==> config.mk <==
export PLATFORM = sky130hd
export DESIGN_NAME = his_readout_flat
export DESIGN_NICKNAME = d
export VERILOG_FILES = /design/src/rtl/his_readout_pkg.sv /design/src/rtl/his_readout_if.sv /design/src/rtl/his_readout_skid_fifo.sv /design/src/rtl/his_readout.sv /design/src/flat_wrapper.sv
export SDC_FILE = /design/constraint.sdc
export NUM_CORES = 1
export LEC_CHECK = 0
export CORE_MARGIN = 2
export CORE_UTILIZATION = 45
export CTS_BUF_LIST = sky130_fd_sc_hd__clkbuf_2 sky130_fd_sc_hd__clkbuf_4 sky130_fd_sc_hd__clkbuf_8
export DETAILED_ROUTE_END_ITERATION = 8
export GPL_ROUTABILITY_DRIVEN = 0
export GPL_TIMING_DRIVEN = 0
export PLACE_DENSITY = 0.71
export SYNTH_ARGS = -nofsm -noshare
export SYNTH_HDL_FRONTEND = slang
export SYNTH_SLANG_ARGS = --single-unit
==> constraint.sdc <==
create_clock -name clk -period 2.7 [get_ports clk]
set_input_delay 0.27 -clock clk [delete_from_list [all_inputs] [get_ports clk]]
set_output_delay 0.27 -clock clk [all_outputs]
set_load 0.03 [all_outputs]
==> src/rtl/his_readout_pkg.sv <==
// rtl/his_readout_pkg.sv - shared defaults and FSM encoding for the histogram readout
package his_readout_pkg;

    localparam int NB_DEFAULT    = 6;
    localparam int CNT_W_DEFAULT = 8;

    typedef enum logic [1:0] {
        ST_IDLE  = 2'd0,
        ST_SWEEP = 2'd1,
        ST_DRAIN = 2'd2,
        ST_DONE  = 2'd3
    } state_t;

endpackage

==> src/rtl/his_readout_if.sv <==
// rtl/his_readout_if.sv - histogram RAM port and (bin, count) result stream
interface his_readout_if
    import his_readout_pkg::*;
#(
    parameter int NB    = NB_DEFAULT,
    parameter int CNT_W = CNT_W_DEFAULT
);
    logic             ram_rd_en;
    logic [NB:0]      ram_rd_addr;
    logic [CNT_W-1:0] ram_rd_data;
    logic             ram_wr_en;
    logic [NB:0]      ram_wr_addr;

    logic             out_valid;
    logic             out_ready;
    logic [NB-1:0]    out_bin;
    logic [CNT_W-1:0] out_count;
    logic             out_last;

    modport master (
        output ram_rd_en, ram_rd_addr, ram_wr_en, ram_wr_addr,
        output out_valid, out_bin, out_count, out_last,
        input  ram_rd_data, out_ready
    );

    modport slave (
        input  ram_rd_en, ram_rd_addr, ram_wr_en, ram_wr_addr,
        input  out_valid, out_bin, out_count, out_last,
        output ram_rd_data, out_ready
    );

endinterface

==> src/rtl/his_readout_skid_fifo.sv <==
// rtl/his_readout_skid_fifo.sv - 2-entry skid FIFO holding returned {bin, count} pairs
module his_skid_fifo #(
    parameter int W = 14
) (
    input  logic         clk,
    input  logic         res,
    input  logic         push,
    input  logic [W-1:0] push_data,
    input  logic         pop,
    output logic [1:0]   count,
    output logic [W-1:0] head
);
    logic [W-1:0] mem [2];
    logic         wr_ptr;
    logic         rd_ptr;

    always_ff @(posedge clk or posedge res) begin
        if (res) begin
            mem[0] <= '0;
            mem[1] <= '0;
            wr_ptr <= 1'b0;
            rd_ptr <= 1'b0;
            count  <= 2'd0;
        end else begin
            if (push) begin
                mem[wr_ptr] <= push_data;
                wr_ptr      <= ~wr_ptr;
            end
            if (pop) begin
                rd_ptr <= ~rd_ptr;
            end
            count <= count + 2'(push) - 2'(pop);
        end
    end

    assign head = mem[rd_ptr];

endmodule

==> src/rtl/his_readout.sv <==
// rtl/his_readout.sv - sweeps one histogram out of SRAM, streams bins, tracks the peak
module his_readout
    import his_readout_pkg::*;
#(
    parameter int NB            = NB_DEFAULT,
    parameter int CNT_W         = CNT_W_DEFAULT,
    parameter bit CLEAR_ON_READ = 1'b1
) (
    input  logic             clk,
    input  logic             res,
    input  logic             start,
    input  logic             his_sel,
    output logic             busy,
    his_readout_if.master    bus,
    output logic [NB-1:0]    peak_addr,
    output logic [CNT_W-1:0] peak_count,
    output logic             peak_done
);
    localparam logic [NB:0] LAST_BIN = (NB+1)'((1 << NB) - 1);

    state_t               state, state_nx;
    logic                 his_sel_q;
    logic [NB:0]          issue_cnt;
    logic                 inflight;
    logic [NB-1:0]        inflight_bin;
    logic [1:0]           fifo_count;
    logic [NB+CNT_W-1:0]  fifo_head;
    logic [2:0]           occ;
    logic                 rd_en;
    logic                 start_ok;
    logic                 pop;

    his_skid_fifo #(.W(NB + CNT_W)) u_fifo (
        .clk       (clk),
        .res       (res),
        .push      (inflight),
        .push_data ({inflight_bin, bus.ram_rd_data}),
        .pop       (pop),
        .count     (fifo_count),
        .head      (fifo_head)
    );

    assign bus.out_valid = (fifo_count != 2'd0);
    assign {bus.out_bin, bus.out_count} = fifo_head;
    assign bus.out_last  = bus.out_valid & (&bus.out_bin);
    assign pop           = bus.out_valid & bus.out_ready;

    // A beat leaving this cycle frees its slot, which keeps the stream at one beat per cycle.
    assign occ = 3'(fifo_count) + 3'(inflight) - 3'(pop);

    always_comb begin
        state_nx = state;
        rd_en    = 1'b0;
        start_ok = 1'b0;
        case (state)
            ST_IDLE: begin
                if (start) begin
                    start_ok = 1'b1;
                    state_nx = ST_SWEEP;
                end
            end
            ST_SWEEP: begin
                rd_en = (occ < 3'd2);
                if (rd_en && (issue_cnt == LAST_BIN)) begin
                    state_nx = ST_DRAIN;
                end
            end
            ST_DRAIN: begin
                if (pop && bus.out_last) begin
                    state_nx = ST_DONE;
                end
            end
            ST_DONE: begin
                state_nx = ST_IDLE;
            end
            default: state_nx = ST_IDLE;
        endcase
    end

    always_ff @(posedge clk or posedge res) begin
        if (res) begin
            state        <= ST_IDLE;
            his_sel_q    <= 1'b0;
            issue_cnt    <= '0;
            inflight     <= 1'b0;
            inflight_bin <= '0;
            peak_addr    <= '0;
            peak_count   <= '0;
        end else begin
            state    <= state_nx;
            inflight <= rd_en;
            if (start_ok) begin
                his_sel_q  <= his_sel;
                issue_cnt  <= '0;
                peak_addr  <= '0;
                peak_count <= '0;
            end else begin
                if (rd_en) begin
                    inflight_bin <= issue_cnt[NB-1:0];
                    issue_cnt    <= issue_cnt + (NB+1)'(1);
                end
                // Strict compare: on ties the earliest (lowest) bin wins.
                if (inflight && (bus.ram_rd_data > peak_count)) begin
                    peak_count <= bus.ram_rd_data;
                    peak_addr  <= inflight_bin;
                end
            end
        end
    end

    assign busy            = (state != ST_IDLE);
    assign peak_done       = (state == ST_DONE);
    assign bus.ram_rd_en   = rd_en;
    assign bus.ram_rd_addr = rd_en ? {his_sel_q, issue_cnt[NB-1:0]} : '0;
    assign bus.ram_wr_en   = CLEAR_ON_READ && inflight;
    assign bus.ram_wr_addr = bus.ram_wr_en ? {his_sel_q, inflight_bin} : '0;

endmodule
==> src/flat_wrapper.sv <==
// flat-port wrapper written by rule: the top's interface ports become plain ports
module his_readout_flat import his_readout_pkg::*;
#(
    parameter int NB            = NB_DEFAULT,
    parameter int CNT_W         = CNT_W_DEFAULT,
    parameter bit CLEAR_ON_READ = 1'b1
)
  (clk, res, start, his_sel, busy, peak_addr, peak_count, peak_done, bus_ram_rd_en, bus_ram_rd_addr, bus_ram_wr_en, bus_ram_wr_addr, bus_out_valid, bus_out_bin, bus_out_count, bus_out_last, bus_ram_rd_data, bus_out_ready);
  his_readout_if #(.NB(NB), .CNT_W(CNT_W)) bus_i ();
  input  logic clk;
  input  logic res;
  input  logic start;
  input  logic his_sel;
  output logic busy;
  output logic [NB-1:0] peak_addr;
  output logic [CNT_W-1:0] peak_count;
  output logic peak_done;
  output wire logic [$bits(bus_i.ram_rd_en)-1:0] bus_ram_rd_en;
  output wire logic [$bits(bus_i.ram_rd_addr)-1:0] bus_ram_rd_addr;
  output wire logic [$bits(bus_i.ram_wr_en)-1:0] bus_ram_wr_en;
  output wire logic [$bits(bus_i.ram_wr_addr)-1:0] bus_ram_wr_addr;
  output wire logic [$bits(bus_i.out_valid)-1:0] bus_out_valid;
  output wire logic [$bits(bus_i.out_bin)-1:0] bus_out_bin;
  output wire logic [$bits(bus_i.out_count)-1:0] bus_out_count;
  output wire logic [$bits(bus_i.out_last)-1:0] bus_out_last;
  input wire logic [$bits(bus_i.ram_rd_data)-1:0] bus_ram_rd_data;
  input wire logic [$bits(bus_i.out_ready)-1:0] bus_out_ready;
  assign bus_ram_rd_en = bus_i.ram_rd_en;
  assign bus_ram_rd_addr = bus_i.ram_rd_addr;
  assign bus_ram_wr_en = bus_i.ram_wr_en;
  assign bus_ram_wr_addr = bus_i.ram_wr_addr;
  assign bus_out_valid = bus_i.out_valid;
  assign bus_out_bin = bus_i.out_bin;
  assign bus_out_count = bus_i.out_count;
  assign bus_out_last = bus_i.out_last;
  assign bus_i.ram_rd_data = bus_ram_rd_data;
  assign bus_i.out_ready = bus_out_ready;
  his_readout #(.NB(NB), .CNT_W(CNT_W), .CLEAR_ON_READ(CLEAR_ON_READ)) u_core (.clk(clk), .res(res), .start(start), .his_sel(his_sel), .busy(busy), .bus(bus_i), .peak_addr(peak_addr), .peak_count(peak_count), .peak_done(peak_done));
endmodule
Word level (Yosys, flattened, before mapping)
Cells that the tools add are included.
{"block": "classes", "n_addsub": 5, "multipliers": 0, "div_mod_pow": 0, "magnitude_cmp": 5, "n_eq_ne": 7, "n_shift": 0, "muxes": 21, "n_bitwise": 7, "reduce_logical": 12}
{"cell": "14-bit two-way mux", "count": 4}
{"cell": "28-bit bitwise mux", "count": 1}
{"cell": "7-bit two-way mux", "count": 4}
{"cell": "8-bit two-way mux", "count": 2}
{"cell": "14-bit demux with 1-bit select", "count": 1}
{"cell": "6-bit two-way mux", "count": 2}
{"cell": "8-bit greater-than comparator", "count": 1}
{"cell": "2-bit one-hot mux with 4 select lines", "count": 1}
{"cell": "2-bit nonzero test", "count": 4}
{"cell": "7-bit by 1-bit adder with 7-bit output (second input constant)", "count": 1}
{"cell": "7-bit by 6-bit equality test with 1-bit output (second input constant)", "count": 1}
{"cell": "2-bit two-way mux", "count": 3}
{"cell": "6-bit AND reduction", "count": 1}
{"cell": "2-bit equality test (second input constant)", "count": 2}
{"cell": "2-bit >= comparator (second input constant)", "count": 2}
{"cell": "1-bit logical AND", "count": 4}
{"cell": "2-bit by 1-bit != test with 1-bit output (second input constant)", "count": 2}
{"cell": "1-bit inverter with 2-bit output", "count": 2}
{"cell": "2-bit by 1-bit adder with 3-bit output", "count": 1}
{"cell": "3-bit by 2-bit < comparator with 1-bit output (second input constant)", "count": 1}
{"cell": "1-bit two-way mux", "count": 3}
{"cell": "1-bit inverter", "count": 3}
{"cell": "3-bit AND reduction", "count": 1}
{"cell": "3-bit by 1-bit subtractor with 3-bit output", "count": 1}
{"cell": "other kinds (8)", "count": 9}
{"block": "totals", "ff_bits": 63, "latchBits": 0, "ram_bits": 0, "rom_bits": 0, "mem_count": 0}

Depth between registers and ports, before layout
{"block": "logic_depth", "word_depth": 9, "ltp_mapped": 13}

Hierarchy
Synthesis repeated with hierarchy kept, for this count alone.
{"block": "unflattened", "hier_cells": 280, "hier_area_um2": 3266.9}
{"mod": "his_readout", "instances": 1, "cells_per_inst": 191, "area_each_um2": 1794.2, "seq_area_each_um2": 775.7}
{"mod": "his_skid_fifo", "instances": 1, "cells_per_inst": 89, "area_each_um2": 1472.7, "seq_area_each_um2": 800.8}

Least setup slack after synthesis
OpenSTA, ideal clock, no wires.
{"block": "synth_path", "kind": "register to output", "start": "reg u_core.u_fifo.count[1]", "end": "out bus_ram_rd_addr[0]", "t_arrival_ns": 2.888, "required_time_ns": 2.430, "slack_ns": -0.458, "path_stages_with_launch": 13, "path_buffers": 2, "cell_sequence": "dfrtp_1 > or2_2 > and2_4 > ha_1 > inv_1 > ha_1 > inv_1 > fa_1 > xnor2_1 > and3_1 > buf_6 > buf_2 > and2_1"}
{"block": "synth_between", "elab_chain_cells": 6, "word_cells_on_any_way": 7, "classes_between": "2 x add/sub; 1 x order compare; 2 x mux; 1 x bitwise; 1 x reduce/logical"}
{"element": "start: declaration", "line_no": "his_readout_skid_fifo.sv:10", "rtl": "output logic [1:0] count,"}
{"element": "start signal: assignment", "line_no": "his_readout_skid_fifo.sv:32", "rtl": "count <= count + 2'(push) - 2'(pop);"}
{"element": "2-bit nonzero test", "line_no": "his_readout.sv:43", "rtl": "assign bus.out_valid = (fifo_count != 2'd0);"}
{"element": "via bus_out_valid", "line_no": "flat_wrapper.sv:22", "rtl": "output wire logic [$bits(bus_i.out_valid)-1:0] bus_out_valid;"}
{"element": "1-bit bitwise AND", "line_no": "his_readout.sv:46", "rtl": "assign pop = bus.out_valid & bus.out_ready;"}
{"element": "via u_core.pop", "line_no": "his_readout.sv:31", "rtl": "logic pop;"}
{"element": "3-bit by 1-bit subtractor with 3-bit output", "line_no": "his_readout.sv:49", "rtl": "assign occ = 3'(fifo_count) + 3'(inflight) - 3'(pop);"}
{"element": "3-bit by 2-bit < comparator with 1-bit output", "line_no": "his_readout.sv:63", "rtl": "rd_en = (occ < 3'd2);"}
{"element": "1-bit two-way mux", "line_no": "his_readout.sv:55", "rtl": "case (state)"}
{"element": "via bus_ram_rd_en", "line_no": "flat_wrapper.sv:18", "rtl": "output wire logic [$bits(bus_i.ram_rd_en)-1:0] bus_ram_rd_en;"}
{"element": "7-bit two-way mux", "line_no": "his_readout.sv:114", "rtl": "assign bus.ram_rd_addr = rd_en ? {his_sel_q, issue_cnt[NB-1:0]} : '0;"}
{"element": "end: declaration", "line_no": "flat_wrapper.sv:19", "rtl": "output wire logic [$bits(bus_i.ram_rd_addr)-1:0] bus_ram_rd_addr;"}
The timed path passes the listed nets, and every way through them passes these cells.

Worst setup path after layout
{"block": "layout_path", "start": "reg u_core.u_fifo.count[1]", "end": "out bus_ram_rd_addr[1]"}
{"block": "layout_between", "elab_chain_cells": 6, "word_cells_on_any_way": 7, "classes_between": "2 x add/sub; 1 x order compare; 2 x mux; 1 x bitwise; 1 x reduce/logical"}
{"element": "2-bit nonzero test", "line_no": "his_readout.sv:43"}
{"element": "1-bit bitwise AND", "line_no": "his_readout.sv:46"}
{"element": "via u_core.pop", "line_no": "his_readout.sv:31"}
{"element": "3-bit by 1-bit subtractor with 3-bit output", "line_no": "his_readout.sv:49"}
{"element": "3-bit by 2-bit < comparator with 1-bit output", "line_no": "his_readout.sv:63"}
{"element": "1-bit two-way mux", "line_no": "his_readout.sv:55"}
{"element": "7-bit two-way mux", "line_no": "his_readout.sv:114"}
The timed path passes the listed nets, and every way through them passes these cells.

==> metrics.md <==
| Metric | Value |
|---|---|
| Worst path arrival time | `2680 ps` |
| Core area | `6870 sq um` |
| First-pass DRT Iterations | `6` |
| Horiz. Die Dim | `roughly 89 microns` |
| Row Count | `30` |
| DP Cell Count | `446` |
| H-tree levels | `3` |
| Critical Path RT | `2430 ps` |
| Leak | `1.95 nW` |
| Max cap viols | `0` |
| Initial antenna violation count | `0` |
| Synth area leaders | `dfrtp_1, mux2_2, ha_1` |
| Crit-path max FO | `10` |
| CP max stage delay | `530 ps` |
| RSZ-0062 raised after global routing | `true` |
| Setup-failing EPs final | `18` |
| Core Util, Final | `63.1%` |
| Fin Setup TNS | `-2530 ps` |
| Area Growth Syn to Fin | `34.2%` |
| CP Capture Type | `output port` |
| Antenna Cells | `0` |
| Crit path from | `u_core.u_fifo.count[1]` |
| Share of cells above drive strength 1 | `31.1%` |
| Critical path, cell by cell | `or2_4 -> and2_4 -> ha_4 -> inv_2 -> ha_4 -> inv_2 -> fa_2 -> and3_4 -> buf_8 -> and2_4 -> buf_6` |
| Yosys warning total | `0` |
| PwrDens | `roughly 1100 nW/um^2` |
| Largest area contributor in the netlist | `dfrtp_1` |
| Reg clk slew, reported paths | `70 ps` |
| Cts bufs inserted | `9` |
| First-pass GRT wire length | `about 12,000 microns` |
| Area fraction of the dominant cell type after synthesis | `between 40% and 50%` |
| CTS tree | `yes` |
| DRC | `0` |
| CTS Sinks | `63` |
| Vias in the first global route | `2,322` |
| Final WS setup | `-246 ps` |
| CP startpoint kind | `register` |
| Failing checks | `negative setup slack` |
| Die Y | `88.7 microns` |
| Critical path type | `register to output port` |
| Final Hold Vio Count | `0` |
| Final ANT Viol Nets | `0` |
| Post-Layout Cell Count | `472` |
| Worst hold slack | `252 ps` |
| Status | `finished with violations` |
| Worst slew pin tran | `533 ps` |
| CP max stage cell | `fa_2` |
| Slew Viols, Final | `0` |
| Mean Syn Cell Area | `11.2 sq um` |
| I/O pins | `between 60 and 70` |
| Tmin final | `2950 ps` |
| Syn Std Cell Area | `approximately 3200 sq um` |
| Slew headroom | `64.5%` |
| Buffers on Ports | `60` |
| Count of cell types in the netlist | `36` |
| Worst r2r src | `u_core.u_fifo.count[1]` |
| Clock skew | `9.88 ps` |
| Nets | `401` |
| CP delay by family, top | `adder cells` |
| F_max | `~340 MHz` |
| DP HPWL | `5140 microns` |
| Pwr Total | `4.67 mW` |
| WL/cell | `around 15 microns` |
| Max Buffers Root-to-Sink | `2` |
| Cell with the most instances after synthesis | `dfrtp_1` |
| Worst skew pair latency | `340 ps` |
| Post-synth EDFFs | `0` |
| DRT iter0 DRCs | `94` |
| Grt ovf | `0` |
| Via density | `5.03` |
| Async SR Flop Fraction | `100%` |
| Post-synthesis cell count | `roughly 290` |
| Fraction of the cycle the final worst path needs | `109%` |
| Starting Density | `47.0%` |
| Syn_nets | `319` |
| Hold Path Class | `primary input to asynchronous set/reset pin` |
| Post-synth top flop | `dfrtp_1` |
| Largest net degree at the start of global routing | `45` |
| Fillers | `561` |
| Yosys reg bits | `63` |
| VDD IR max | `between 0.4 and 0.5 mV` |
| Register area share after synthesis | `between 40% and 50%` |
| WL final | `between 7000 and 8000 microns` |
| Most frequent cells after synthesis | `dfrtp_1, mux2_2, nand3_1` |
| Root Buffer | `clkbuf_8` |
| Buf/Inv on CP | `4` |
| GRT Overall Usage | `19.7%` |
| Via count | `2,372` |
| Die area | `just under 8000 sq um` |
-- worst register-to-register path, stage by stage, from the launching register on --
cell and delay, ps:
dfrtp_2 410, or2_4 250, and2_4 150, ha_4 210, inv_2 60, ha_4 120
inv_2 30, fa_2 530, and3_4 210, buf_4 110, buf_6 100, and2_4 210
mux2_4 310
-- metrics by stage --
stage | instance area, sq um | setup WS, ps
finish | 4330 | -246
floorplan | 3290 | -51.0
global route | 4330 | -347
CTS | 4300 | -252
detailed placement | 4030 | -669
global placement | 4010 | -671
-- routing by layer --
metal | part of all wire, % | GRT usage [%] | up-vias
met2 | 47 | 29.6 | 45
li1 | - | - | 1158
met4 | 2.1 | 6.61 | 0
met5 | 0 | 0 | -
met1 | 48 | 27.9 | 1156
met3 | 3.1 | 4.94 | 13
-- flip-flops by register name (all words and copies together) (netlist names), 2 cells and up --
register             flops
u_core.inflight_bin      6
u_core.peak_addr         6
u_core.u_fifo.mem       28
u_core.u_fifo.count      2
u_core.state             2
u_core.peak_count        8
u_core.issue_cnt         7
-- repair_timing --
item / 4_1_cts / 5_1_grt
setup buffers: 9 / 3
resized for setup: 58 / 4
hold buffers: 0 / 0
pin swaps: 4 / 2
endpoints found under the setup margin: 15 / 18
-- worst paths after layout --
| check | to | slack (ps) | cells past startpoint |
|---|---|---|---|
| max | bus_ram_rd_addr[1] | -250 | 11 |
| min | u_core.u_fifo.mem[5] | 250 | 2 |
| max reg2reg | u_core.inflight_bin[0] | -100 | 12 |
| min reg2reg | u_core.u_fifo.mem[0] | 480 | 2 |
| max in group asynchronous | u_core.issue_cnt[3] | 1870 | 3 |
| min in group clk | u_core.his_sel_q | 470 | 3 |
-- cells by family (layout without fill, tap and decap cells) --
family / count (synthesis) / after routing / synth area share [%]
AND/OR/NAND/NOR: 77 / 77 / 12.1
AO/OA/AOI/OAI: 44 / 44 / 8.03
XOR/XNOR: 9 / 9 / 2.44
adder cells (fa/ha/maj): 17 / 17 / 6.82
buffers and inverters: 32 / 119 / 4.73
flip-flops: 63 / 63 / 48.9
multiplexers: 47 / 47 / 17.1
-- placed cells by master (no fill, tap or decap), types with 2 or more instances in the layout --
| master | instances |
|---|---|
| mux2_2 | 39 |
| buf_4 | 11 |
| and2_4 | 9 |
| nand2_1 | 17 |
| and2_1 | 7 |
| nand3_1 | 19 |
| dfrtp_1 | 62 |
| clkinvlp_4 | 2 |
| buf_6 | 9 |
| nor2b_1 | 2 |
| a21oi_2 | 2 |
| o21ai_0 | 16 |
| clkinv_2 | 2 |
| ha_4 | 2 |
| buf_2 | 7 |
| xor2_1 | 7 |
| inv_2 | 3 |
| o31a_1 | 2 |
| mux2_4 | 7 |
| nand4_1 | 3 |
| nand2b_1 | 4 |
| clkbuf_8 | 9 |
| clkdlybuf4s50_1 | 52 |
| nor2_1 | 12 |
| clkbuf_1 | 4 |
| a21oi_1 | 16 |
| ha_1 | 14 |
| inv_1 | 14 |
-- where the power goes --
part / switching, mW / total, mW / internal (mW)
Sequential: 0.181 / 1.41 / 1.22
Clock: 0.382 / 0.809 / 0.427
Combinational: 1.27 / 2.45 / 1.18
-- cell type report --
cell class / instances / area (sq um) / area share [%]
clock buffers: 9 / 124 / 2.86
repair buffers: 73 / 718 / 16.6
plain buffers: 13 / 78.8 / 1.82
multi-input cells: 194 / 1580 / 36.4
inverters: 17 / 63.8 / 1.47
well taps: 96 / 120 / 2.77
clock inverters: 7 / 72.6 / 1.68
flip-flops and latches: 63 / 1580 / 36.4
(Power assumes the default switching activity.)
